$ cat src/rtl/pipeline_pkg.sv
// Shared pipeline definitions: ALU operation codes, forward selects,
// and the control-bit bundle carried from ID/EX into EX/MEM.
package pipeline_pkg;

    localparam logic [3:0] ALU_AND = 4'b0000;
    localparam logic [3:0] ALU_OR  = 4'b0001;
    localparam logic [3:0] ALU_ADD = 4'b0010;
    localparam logic [3:0] ALU_SUB = 4'b0110;
    localparam logic [3:0] ALU_SLT = 4'b0111;
    localparam logic [3:0] ALU_NOR = 4'b1100;

    localparam logic [1:0] FWD_REG   = 2'b00;
    localparam logic [1:0] FWD_WB    = 2'b01;
    localparam logic [1:0] FWD_EXMEM = 2'b10;

    typedef struct packed {
        logic reg_write;
        logic mem_read;
        logic mem_write;
        logic mem_to_reg;
    } ctrl_t;

endpackage

$ cat src/rtl/ex_stage_alu32.sv
// Combinational ALU for the execute stage.
// Unknown operation codes produce 0.
module alu32
    import pipeline_pkg::*;
#(
    parameter int WIDTH = 32
) (
    input  logic [WIDTH-1:0] a,
    input  logic [WIDTH-1:0] b,
    input  logic [3:0]       op,
    output logic [WIDTH-1:0] result,
    output logic             zero
);

    logic slt;

    assign slt = ($signed(a) < $signed(b));

    always_comb begin
        result = '0;
        case (op)
            ALU_AND: result = a & b;
            ALU_OR:  result = a | b;
            ALU_ADD: result = a + b;
            ALU_SUB: result = a - b;
            ALU_SLT: result = {{(WIDTH-1){1'b0}}, slt};
            ALU_NOR: result = ~(a | b);
            default: result = '0;
        endcase
    end

    assign zero = (result == '0);

endmodule

$ cat src/rtl/ex_stage.sv
// MIPS execute stage: operand forwarding, ALU, and the EX/MEM register.
// EX/MEM priority per edge is flush, then stall, then normal load.
module ex_stage
    import pipeline_pkg::*;
#(
    parameter int WIDTH = 32,
    parameter int RADDR = 5
) (
    input  logic             clk,
    input  logic             reset,
    input  logic [WIDTH-1:0] rs_data,
    input  logic [WIDTH-1:0] rt_data,
    input  logic [WIDTH-1:0] imm,
    input  logic             alu_src,
    input  logic [3:0]       alu_operation,
    input  logic [RADDR-1:0] dest,
    input  logic             reg_write,
    input  logic             mem_read,
    input  logic             mem_write,
    input  logic             mem_to_reg,
    input  logic             id_valid,
    input  logic [1:0]       forward_a,
    input  logic [1:0]       forward_b,
    input  logic [WIDTH-1:0] wb_data,
    input  logic             stall,
    input  logic             flush,
    output logic [WIDTH-1:0] exmem_alu_result,
    output logic             exmem_zero,
    output logic [WIDTH-1:0] exmem_write_data,
    output logic [RADDR-1:0] exmem_dest,
    output logic             exmem_reg_write,
    output logic             exmem_mem_read,
    output logic             exmem_mem_write,
    output logic             exmem_mem_to_reg,
    output logic             exmem_valid
);

    logic [WIDTH-1:0] op_a;
    logic [WIDTH-1:0] fwd_rt;
    logic [WIDTH-1:0] op_b;
    logic [WIDTH-1:0] alu_result;
    logic             alu_zero;
    ctrl_t            ctrl_in;
    ctrl_t            ctrl_q;

    // Select 11 is unused by the hazard unit and falls back to the register file.
    function automatic logic [WIDTH-1:0] fwd_mux(
        input logic [1:0]       sel,
        input logic [WIDTH-1:0] reg_val,
        input logic [WIDTH-1:0] exmem_val,
        input logic [WIDTH-1:0] wb_val
    );
        case (sel)
            FWD_EXMEM: return exmem_val;
            FWD_WB:    return wb_val;
            default:   return reg_val;
        endcase
    endfunction

    assign op_a   = fwd_mux(forward_a, rs_data, exmem_alu_result, wb_data);
    assign fwd_rt = fwd_mux(forward_b, rt_data, exmem_alu_result, wb_data);
    assign op_b   = alu_src ? imm : fwd_rt;

    alu32 #(.WIDTH(WIDTH)) u_alu (
        .a      (op_a),
        .b      (op_b),
        .op     (alu_operation),
        .result (alu_result),
        .zero   (alu_zero)
    );

    // Gating with id_valid keeps a bubble from ever writing state downstream.
    assign ctrl_in = '{
        reg_write:  reg_write  & id_valid,
        mem_read:   mem_read   & id_valid,
        mem_write:  mem_write  & id_valid,
        mem_to_reg: mem_to_reg & id_valid
    };

    always_ff @(posedge clk or posedge reset) begin
        if (reset) begin
            exmem_alu_result <= '0;
            exmem_zero       <= 1'b0;
            exmem_write_data <= '0;
            exmem_dest       <= '0;
            ctrl_q           <= '0;
            exmem_valid      <= 1'b0;
        end else if (flush) begin
            exmem_alu_result <= '0;
            exmem_zero       <= 1'b0;
            exmem_write_data <= '0;
            exmem_dest       <= '0;
            ctrl_q           <= '0;
            exmem_valid      <= 1'b0;
        end else if (!stall) begin
            exmem_alu_result <= alu_result;
            exmem_zero       <= alu_zero;
            exmem_write_data <= fwd_rt;
            exmem_dest       <= dest;
            ctrl_q           <= ctrl_in;
            exmem_valid      <= id_valid;
        end
    end

    assign exmem_reg_write  = ctrl_q.reg_write;
    assign exmem_mem_read   = ctrl_q.mem_read;
    assign exmem_mem_write  = ctrl_q.mem_write;
    assign exmem_mem_to_reg = ctrl_q.mem_to_reg;

endmodule

$ cat config.mk
export PLATFORM = sky130hd
export DESIGN_NAME = ex_stage
export DESIGN_NICKNAME = d
export VERILOG_FILES = /design/src/rtl/pipeline_pkg.sv /design/src/rtl/ex_stage_alu32.sv /design/src/rtl/ex_stage.sv
export SDC_FILE = /design/constraint.sdc
export NUM_CORES = 1
export LEC_CHECK = 0
export ABC_AREA = 1
export CORE_MARGIN = 2
export CORE_UTILIZATION = 30
export CTS_BUF_LIST = sky130_fd_sc_hd__clkbuf_8
export DETAILED_ROUTE_END_ITERATION = 6
export DONT_BUFFER_PORTS = 1
export PLACE_DENSITY = 0.46
export REMOVE_ABC_BUFFERS = 1
export SYNTH_ARGS = -nofsm -noshare
export SYNTH_HDL_FRONTEND = slang
export SYNTH_SLANG_ARGS = --single-unit
$ cat constraint.sdc
create_clock -name clk -period 3.2 [get_ports clk]
set_clock_uncertainty 0.2 [all_clocks]
set_input_delay 0.16 -clock clk [delete_from_list [all_inputs] [get_ports clk]]
set_output_delay 0.16 -clock clk [all_outputs]
set_load 0.02 [all_outputs]
==> metrics.txt, run 1 <==
P_leak=~9.2 nW; CP Data Required Time=3.31 ns; CTS sink cnt=75; Crit-path slowest cell=dfrtp_2; Max-Cap Viols=0; crit path DAT=around 3.7 ns; H-tree Lvls=3; Setup crit end kind=flop; Inst Count DP=between 2000 and 3000; # fillers=around 3400; overall global routing resource usage=28.3%; Finished Cell Area=between 15000 and 20000 um2; fmax=~280 MHz; die width=between 150 and 200 um; largest net degree at the start of global routing=slightly above 60; Peak VDD IR=0.374 mV; Post-synth EDFFs=0; clk root buf=clkbuf_8; non-filler cells, final=approximately 2800; Die ar.=36300 um2; Buffers on Ports=0; largest delay contributor family on the critical path=simple AND/OR/NAND/NOR gates; DR vias=about 14000; row count=a little under 70; commonest non-fill, non-tap cell in the layout=buf_4; Worst Hold Class=primary input to flop; Synth Area in Simple Gates=36.0%; DRT antenna net count=0; die height=roughly 190 um; most frequent cells in the layout=531 x buf_4, 365 x nand2_1, 250 x inv_1; CP Launch Type=flop; RSZ-0062 raised after global routing=true; top flop regs=exmem_alu_result x32, exmem_write_data x32, exmem_dest x5; largest fanout on the critical path=4; hold slack=-0.0150 ns; Yosys reg bits=75; DR iter-0 viols=1178; first-pass GRT wire length=between 70000 and 80000 um; WL final=around 53000 um; layout cells sized above 1=44.7%; Slew headroom=~25%; DRC Markers=0; clk buf depth=2; Syn Area/Cell=between 6 and 7 um2; most used cell, CP=nand2_1; WP buf/inv=2; Synth top area share=18.0%; Starting Density=roughly 30%; vias in the first global route=approximately 13000; WL per Instance=19.2 um; largest family of logic cells by synthesized area=simple AND/OR/NAND/NOR gates; area leader, netlist=dfrtp_1; Pre-antenna DRT Iters=6; Adder-Cell Fraction of Synth Area=between 10% and 20%; initial antenna violation count=1; Synth area leaders=dfrtp_1 18%, nand2_1 16%, ha_1 11%; routability cong.=~0.97; final net count=between 2000 and 3000; fin crit share=111%; TritonCTS clock tree=yes; outcome=complete, but fails checks; area grow syn2layout=74.8%; total gr overflow=0; Synth warnings=0; core area=~34000 um2; max incr delay on CP=0.42 ns; area fraction in compound gates after synthesis=between 20% and 30%; clock-pin slew on the worst setup and hold paths=about 0.09 ns; Worst-Skew Late Latency=between 0.3 and 0.4 ns; async set-reset flop share out of synthesis=between 90% and 100%; mapped cell area=between 10000 and 15000 um2; Slew Limit Fails=0; Area after DPL=between 10000 and 15000 um2; final setup fails=18; xor-xnor portion of the synthesized cell area=0.0838%; sequential fraction of the synthesis area=roughly 18%; I/O Pins=between 200 and 250; mux share of post-synthesis cell area=0.0958%; crit path time final=around 3.5 ns; worst slew pin tran=1.13 ns; post-route setup slack=-0.336 ns; Main synth FF type=dfrtp_1; DP Wirelength=approximately 43000 um; vias per cell=just over 5; P per Cell Area=about 380 nW/um2; cells after synthesis=around 1700; Distinct cells, synth=50; pre-CTS WS=-1.17 ns; Setup CP Type=flop to flop; failing checks=negative hold slack, negative setup slack; Hold Fails Final Rpt=1; Num CTS Buffers=9
layer usage:
| metal | vias up | GRT usage (%) | wire length, um |
|---|---|---|---|
| met5 | - | 0 | 0 |
| met4 | 0 | 5.10 | 785 |
| met3 | 56 | 2.01 | 3760 |
| met2 | 562 | 45.2 | 23700 |
| met1 | 6719 | 41.9 | 25200 |
| li1 | 6908 | - | - |
cells in the mapped netlist, types with 8 or more instances:
master and number:
inv_1 268, o211ai_1 8, o22ai_1 19, nand2_2 25, clkbuf_1 44, nor2_1 140
inv_2 13, a32o_1 9, nand3_2 17, a221oi_1 19, nor3_1 16, a22o_1 10
a21oi_1 71, nand2_1 449, dfrtp_1 75, nand3_1 148, nand4_1 22, o21ai_0 173
a221o_1 28, ha_1 96
tightest hold or removal path, delay by kind of cell:
family	cells	cell delay, ns
compound gates	3	0.37
area by class of cell:
type / instances / area [um2] / area share (%)
antenna: 2 / 5.00 / 0.0274
clock inverter: 6 / 138 / 0.754
timing repair buffer: 643 / 5260 / 28.8
clock buffer: 9 / 124 / 0.679
tap: 455 / 569 / 3.12
sequential: 75 / 1880 / 10.3
inverter: 283 / 1080 / 5.91
multi-input combinational: 1311 / 9210 / 50.4
power breakdown:
group,internal (mW),switching (mW),leakage [nW]
combinational,2.22,2.60,8.10
clock,0.597,0.415,0.130
sequential,1.00,0.0894,1.02
total,3.82,3.10,9.25
per-stage QoR:
stage | util (%) | setup TNS [ns] | total power [mW]
floorplan | - | -11.82 | 2.80
CTS | 50.5 | -1.80 | 6.52
detailed placement | 42.9 | -25.67 | 4.78
global placement | 42.9 | -25.71 | 4.77
global route | 53.0 | -5.24 | 7.32
finish | 53.0 | -2.30 | 6.92
kinds of logic (layout without fill, tap and decap cells):
logic type,count (synthesis),count (layout)
and+or+nand+nor,850,850
DFF,75,75
buffers and inverters,349,941
muxes,1,1
AOI/OAI and AO/OA,361,361
other,0,2
xor gates and xnor gates,1,1
adders and majority gates,98,98
worst paths after layout:
check	startpoint	end	slack [ns]	depth (start not counted)
worst max register to register	exmem_alu_result[0]$_DFFE_PP0P_	exmem_zero$_DFFE_PP0P_	-0.34	29
max in group asynchronous	reset	exmem_alu_result[1]$_DFFE_PP0P_	2.08	3
worst min register to register	exmem_alu_result[16]$_DFFE_PP0P_	exmem_alu_result[16]$_DFFE_PP0P_	0.37	2
min in group asynchronous	reset	exmem_alu_result[31]$_DFFE_PP0P_	0.06	2
worst max-delay path	exmem_alu_result[0]$_DFFE_PP0P_	exmem_zero$_DFFE_PP0P_	-0.34	29
worst min-delay path	wb_data[5]	exmem_write_data[5]$_DFFE_PP0P_	-0.01	3
repair_timing:
item	in CTS	in global routing
pin swaps	118	97
gates resized for setup	420	193
setup endpoints to repair	29	25
cloned	0	0
hold endpoints to repair	117	0
hold buffers	62	0
buffers inserted	47	21
(Power assumes the default switching activity.)
==> run 2, diff against run 1 <==
- PLACE_DENSITY: 0.46 -> 0.45
- clock period: 3.2 -> 3.5 ns (I/O delays scaled with it)
==> run 2 against run 1 <==
  * The run ends with negative setup slack left
  * Die area did not move
  * Maximum frequency fell by 3.2%
  * Flip-flop and latch count did not move
  * Core utilization fell by 4.7 points
  * Cell count fell by 3.3%
  * Critical path depth fell by 5
  * Count of clock-buffer cells in the layout did not move
  * First-iteration DRC count fell by 7.9%
  * Hold slack improved by 0.034 ns
  * Design area fell by 8.9%
  * Setup slack improved by 0.18 ns
  * Highest routed layer unchanged
==> metrics.txt, run 2 (synthesis gave the netlist of run 1 again) <==
DRT antenna net count=0 (unchanged); largest fanout on the critical path=3 (-1); Slew Limit Fails=0 (unchanged); I/O Pins=226 (unchanged); DP Wirelength=41700 um (-3.2%); Sw Share=44.6% (-0.19 points); P_leak=8.54 nW (-7.7%); register share of total power=17.3% (+1.5 points); # fillers=3582 (+5.6%); routability cong.=0.967 (about the same); CP Data Required Time=3.62 ns (+0.31 ns); Sw Pwr=2.58 mW (-17%); Die ar.=36300 um2 (unchanged); outcome=complete, but fails checks; largest net degree at the start of global routing=61 (unchanged); CTS sink cnt=75 (unchanged); crit path DAT=3.77 ns (+0.12 ns); Pre-antenna DRT Iters=6 (unchanged); most frequent cells in the layout=463 x buf_4, 392 x nand2_1, 255 x inv_1; max incr delay on CP=0.44 ns (+0.02 ns); CP cell instances=a221o_1, o21ai_2, o21ai_2, buf_4, ha_4, fa_2, xor2_1, nand2_1, nand3_2, nor2_4, nand3_2, nor2_2, nand3_1, nor2_1, nand2_1, nor2_1, nand2_1, nor2_2, nand2_1, nor2_1, nand2_1, nor2_1, nand2_1, nand2_1; area grow syn2layout=59.2%; total gr overflow=0 (unchanged); P_int=3.20 mW (-16%); Slew headroom=28.4% (+3.6 points); layout cells sized above 1=36.3% (-8.4 points); top flop regs=exmem_alu_result x32, exmem_write_data x32, exmem_dest x5; combinational fraction of design power=66.7% (-2.9 points); worst slew pin tran=1.07 ns (-0.0537 ns); overall global routing resource usage=27.3% (-1.0 points); DR iter-0 viols=1085 (-7.9%); WL final=51600 um (-3.6%); post-route setup slack=-0.154 ns (+0.182 ns); H-tree Lvls=3 (unchanged); crit path time final=3.65 ns (+0.118 ns); CP Launch Type=flop; die width=191 um (unchanged); row count=68 (unchanged); Inst Count DP=2586 (-2.5%); DR vias=13800 (-3.4%); met2 wire len=22900 um (-3.5%); Post-Route M1 WL=24200 um (-4.0%); Starting Density=30.3% (unchanged); failing checks=negative setup slack; pre-CTS WS=-0.832 ns (+0.338 ns); clk buf depth=2 (unchanged); Worst-Skew Late Latency=0.38 ns (about the same); non-filler cells, final=2691 (-3.3%); Setup crit end kind=flop; Clk pwr share=16.0% (+1.4 points); vias per cell=5.11 (about the same); most used cell, CP=nand2_1; RSZ-0062 raised after global routing=true; WL per Instance=19.2 um (-0.25%); final setup fails=2 (-16); final net count=2481 (-3.5%); DR WL met3=3410 um (-9.3%); Num CTS Buffers=9 (unchanged); TritonCTS clock tree=yes; first-pass GRT wire length=75900 um (-3.7%); Crit-path slowest cell=fa_2; clock-pin slew on the worst setup and hold paths=0.08 ns (about the same); Worst Hold Class=primary input to flop; commonest non-fill, non-tap cell in the layout=buf_4; fmax=274 MHz (-3.2%); initial antenna violation count=0 (-1); Hold Fails Final Rpt=0 (-1); fin crit share=104% (-6.1 points); vias in the first global route=13100 (-3.0%); Peak VDD IR=0.240 mV (-36%); Setup CP Type=flop to flop; P per Cell Area=348 nW/um2 (-8.3%); hold slack=0.0193 ns (+0.0343 ns); DRC Markers=0 (unchanged); antenna cell count=0 (-2); die height=191 um (unchanged); core area=34500 um2 (unchanged); clk root buf=clkbuf_8; Buffers on Ports=0 (unchanged); Max-Cap Viols=0 (unchanged); highest metal used=met4
==> run 2: cell types whose count changed in the layout (fill, tap and decap cells not counted), moves of 18 or more <==
cell and change:
nand2_1 +27, buf_4 -68, nand3_2 -18, nand2_4 -20, buf_6 -18, o21ai_2 -34, o21ai_0 +36, nand3_1 +25
nor2_1 +26
==> run 2: what timing repair did <==
item	in CTS	in global routing
setup endpoints to repair	22	21
pin swaps	26	55
resized for setup	103	250
endpoints found under the hold margin	120	1
setup buffers	11	23
hold buffers	54	1
gates cloned	0	1
==> run 2: final cells by class <==
type / instances / area (um2) / area share, %
clock buffer: 9 / 124 / 0.745
tap: 455 / 569 / 3.42
inverter: 283 / 1080 / 6.47
multi-input combinational: 1311 / 8340 / 50.1
timing repair buffer: 552 / 4510 / 27.1
sequential: 75 / 1880 / 11.3
clock inverter: 6 / 138 / 0.828
==> run 2: layer usage <==
metal	vias up	global-route usage (%)
met5	-	0
met4	0	6.32
met3	67	2.94
met2	497	42.9
met1	6503	39.8
li1	6696	-
==> run 2: path summary, 6_finish.rpt <==
check,startpoint,end,slack [ns],cells past startpoint
setup / recovery,exmem_alu_result[0]$_DFFE_PP0P_,exmem_zero$_DFFE_PP0P_,-0.15,24
hold / removal,wb_data[6],exmem_write_data[6]$_DFFE_PP0P_,0.02,4
setup reg to reg,exmem_alu_result[0]$_DFFE_PP0P_,exmem_zero$_DFFE_PP0P_,-0.15,24
hold reg to reg,exmem_alu_result[12]$_DFFE_PP0P_,exmem_alu_result[12]$_DFFE_PP0P_,0.38,2
max in group asynchronous,reset,exmem_write_data[28]$_DFFE_PP0P_,2.26,3
min in group asynchronous,reset,exmem_write_data[22]$_DFFE_PP0P_,0.06,2
==> run 2: through the flow <==
step	setup TNS [ns]	utilization [%]	power [mW]	cell area, um2
finish	-0.177	48.2	5.78	16600
global route	-1.29	48.2	6.15	16600
CTS	-0.0343	45.0	5.36	15500
detailed placement	-12.49	41.6	4.23	14300
global placement	-10.77	41.6	4.23	14300
floorplan	-4.37	-	2.56	10200
==> run 2: worst max-delay path: cells and delay by family (launching register included) <==
kind,cells,cell delay [ns]
AO/OA/AOI/OAI,3,0.52
XOR/XNOR,1,0.16
adder cells (fa/ha/maj),2,0.60
buffers and inverters,1,0.15
flip-flops,1,0.43
AND/OR/NAND/NOR,17,1.52
==> run 2: power groups by stage <==
| stage | clock (mW) | sequential [mW] | combinational, mW |
|---|---|---|---|
| after CTS | 0.937 | 1.00 | 3.42 |
| after detailed placement | 0 | 1.02 | 3.22 |
| final | 0.927 | 1.00 | 3.86 |
| after global routing | 0.973 | 1.01 | 4.17 |
| after global placement | 0 | 1.02 | 3.21 |
| after floorplan | 0 | 1.03 | 1.53 |
==> run 3, diff against run 2 <==
- ABC_AREA: 1 -> default
==> run 3 against run 2 <==
  * The run still ends with negative setup slack left
  * Global-route usage increased by 2.2 points
  * Flip-flop and latch count unchanged
  * Core utilization increased by 1.8 points
  * Count of clock-buffer cells in the layout unchanged
  * Synthesized cell count decreased by 16%
  * Highest routed layer unchanged
==> metrics.txt, run 3 <==
outcome=complete, but fails checks; failing checks=negative setup slack; combinational fraction of design power=71.6% (+4.9 points); Clk pwr share=11.6% (-4.4 points); overall global routing resource usage=29.5% (+2.2 points); Die ar.=35900 um2 (-1.1%); I/O Pins=226 (unchanged); mapped cell area=10300 um2 (-1.1%); routability cong.=0.957 (-1.1%); core area=33700 um2 (-2.2%); most frequent cells in the layout=529 x buf_4, 171 x nor2_1, 124 x nand2_1; Yosys reg bits=75 (unchanged); total gr overflow=0 (unchanged); WHS Path Cells=3 (-1); Hold Fails Final Rpt=0 (unchanged); final net count=2236 (-9.9%); die width=190 um (-0.54%); DRT antenna net count=0 (unchanged); antenna cell count=0 (unchanged); crit path DAT=4.89 ns (+1.12 ns); first-pass GRT wire length=81700 um (+7.7%); H-tree Lvls=3 (unchanged); initial antenna violation count=1 (+1); CTS sink cnt=75 (unchanged); Worst-Skew Late Latency=0.44 ns (+0.06 ns); Num CTS Buffers=9 (unchanged); Synth top area share=18.2% (+0.20 points); post-layout util=50.1% (+1.8 points); row count=67 (-1.5%); Sw Pwr=2.74 mW (+6.2%); DR vias=13600 (-0.90%); async set-reset flop share out of synthesis=100% (unchanged); Buffers on Ports=0 (unchanged); vias per cell=5.59 (+9.3%); final setup fails=26 (+24); area leader, netlist=dfrtp_1; area grow syn2layout=63.3%; fmax=211 MHz (-23%); clock-pin slew on the worst setup and hold paths=0.10 ns (+0.02 ns); Distinct cells, synth=85 (+70%); fin crit share=136% (+31 points); Worst Hold Class=primary input to flop; TritonCTS clock tree=yes; sequential fraction of the synthesis area=18.2% (+0.20 points); WL per Instance=22.2 um (+16%); Slew headroom=33.8% (+5.5 points); hold slack=0.0210 ns (+0.00175 ns); P_leak=7.82 nW (-8.4%); CP Data Required Time=3.64 ns (+0.02 ns); CP cell instances=buf_6, a22oi_2, o21a_1, inv_1, ha_4, a211oi_2, buf_4, o211ai_1, a22o_1, a22o_1, o31ai_4, nor3_2, o41a_1, o21a_1, a2111o_1, nor4_2, nand3_2, o31ai_2; commonest non-fill, non-tap cell in the layout=buf_4; Setup crit end kind=flop; Synth area leaders=dfrtp_1 18%, ha_1 12%, nor2_1 6.8%; RSZ-0062 raised after global routing=true; WL final=54200 um (+5.1%); clk root buf=clkbuf_8; Crit-path slowest cell=a2111o_1; post-route setup slack=-1.24 ns (-1.09 ns); Post-synth top cells=188 x nor2_1, 128 x nand2_1, 118 x o21ai_0, 114 x a21oi_1, 100 x inv_1; top flop regs=exmem_alu_result x32, exmem_write_data x32, exmem_dest x5; reg-to-reg slack, setup=-1.24 ns (-1.09 ns); Main synth FF type=dfrtp_1; die height=190 um (-0.54%); largest net degree at the start of global routing=113 (+85%); Sw Share=45.3% (+0.74 points); largest fanout on the critical path=3 (unchanged); DRC Markers=0 (unchanged); Peak VDD IR=0.212 mV (-12%); P per Cell Area=358 nW/um2 (+3.0%); DP Wirelength=41000 um (-1.6%); Synth warnings=0 (unchanged); worst slew pin tran=0.993 ns (-0.0809 ns); clk buf depth=2 (unchanged); Setup CP Type=flop to flop; cells after synthesis=1458 (-16%); Starting Density=30.7% (+0.34 points); crit path time final=4.74 ns (+1.09 ns); DR iter-0 viols=1026 (-5.4%); register share of total power=16.8% (-0.5 points); pre-CTS WS=-1.81 ns (-0.978 ns); Slew Limit Fails=0 (unchanged); Max-Cap Viols=0 (unchanged); cell with the most instances after synthesis=nor2_1; Pre-antenna DRT Iters=5 (-1); max incr delay on CP=0.44 ns (about the same); # fillers=3387 (-5.4%); R2R depth=18 (-25%); Syn Area/Cell=7.09 um2 (+18%); Post-synth EDFFs=0 (unchanged); P_int=3.30 mW (+3.1%); layout cells sized above 1=40.3% (+4.0 points); vias in the first global route=13800 (+5.9%); CP Launch Type=flop
-- run 3: cell count changes in the layout (fill, tap and decap cells not counted), moves of 60 or more --
| cell | previous run | this run |
|---|---|---|
| buf_4 | 463 | 529 |
| nand3_1 | 105 | 22 |
| inv_1 | 255 | 93 |
| nand2_1 | 392 | 124 |
| nor2_1 | 111 | 171 |
| nand2_2 | 66 | 3 |
-- run 3: area by class of cell --
type / instances / area [um2] / share of cell area, %
Clock buffer: 9 / 124 / 0.734
Clock inverter: 7 / 51.3 / 0.304
Inverter: 101 / 388 / 2.30
Multi-Input combinational cell: 1175 / 8800 / 52.1
Sequential cell: 75 / 1880 / 11.1
Tap cell: 448 / 561 / 3.32
Timing Repair Buffer: 625 / 5070 / 30.1
-- run 3: through the flow --
step                      instances  total power [mW]  instance area (um2)  setup TNS (ns)
after floorplan                1351              2.63                 9900          -30.81
after global placement         2304              4.43                14300          -24.40
after detailed placement       2304              4.43                14300          -25.77
after CTS                      2432              5.79                16300          -12.82
after global routing           2440              6.40                16900          -17.81
final                          2440              6.05                16900          -14.91
-- run 3: worst max-delay path: cells and delay by family, from the launching register on --
kind / cells / cell delay, ns
AOI/OAI and AO/OA: 11 / 2.86
and+or+nand+nor: 3 / 0.57
DFF: 1 / 0.42
buffers and inverters: 3 / 0.40
adders and majority gates: 1 / 0.18
-- run 3: power by group through the flow --
stage / Combinational (mW) / Clock, mW / Sequential, mW
final: 4.33 / 0.704 / 1.01
after global routing: 4.63 / 0.745 / 1.02
after detailed placement: 3.40 / 0 / 1.03
after global placement: 3.40 / 0 / 1.03
after CTS: 4.04 / 0.733 / 1.01
after floorplan: 1.57 / 0 / 1.07
-- run 3: final timing paths --
kind,start,end
worst max-delay path,exmem_alu_result[0]$_DFFE_PP0P_,exmem_zero$_DFFE_PP0P_
worst max register to register,exmem_alu_result[0]$_DFFE_PP0P_,exmem_zero$_DFFE_PP0P_
min in group asynchronous,reset,exmem_dest[2]$_DFFE_PP0P_
max in group asynchronous,reset,exmem_write_data[15]$_DFFE_PP0P_
worst min register to register,exmem_alu_result[10]$_DFFE_PP0P_,exmem_alu_result[10]$_DFFE_PP0P_
worst min-delay path,stall,exmem_alu_result[13]$_DFFE_PP0P_
-- run 3: routing by layer --
metal	GRT usage [%]	share of wire (%)	vias to the layer above
li1	-	-	6428
met1	38.7	44	6683
met2	50.6	48	452
met3	4.63	5.2	76
met4	7.30	2.4	0
met5	0	0	-
-- run 3: what timing repair did --
| action | CTS | global route |
|---|---|---|
| pin swaps | 96 | 86 |
| resized for setup | 187 | 114 |
| hold buffers | 47 | 0 |
| hold endpoints to repair | 143 | 0 |
| setup endpoints to repair | 27 | 28 |
| setup buffers | 74 | 25 |
-- run 3: cell families after synthesis --
| family | synth area share, % |
|---|---|
| AND/OR/NAND/NOR | 21.2 |
| adder cells (fa/ha/maj) | 12.0 |
| AO/OA/AOI/OAI | 38.3 |
| multiplexers | 1.37 |
| buffers and inverters | 7.90 |
| flip-flops | 18.2 |
| XOR/XNOR | 1.02 |
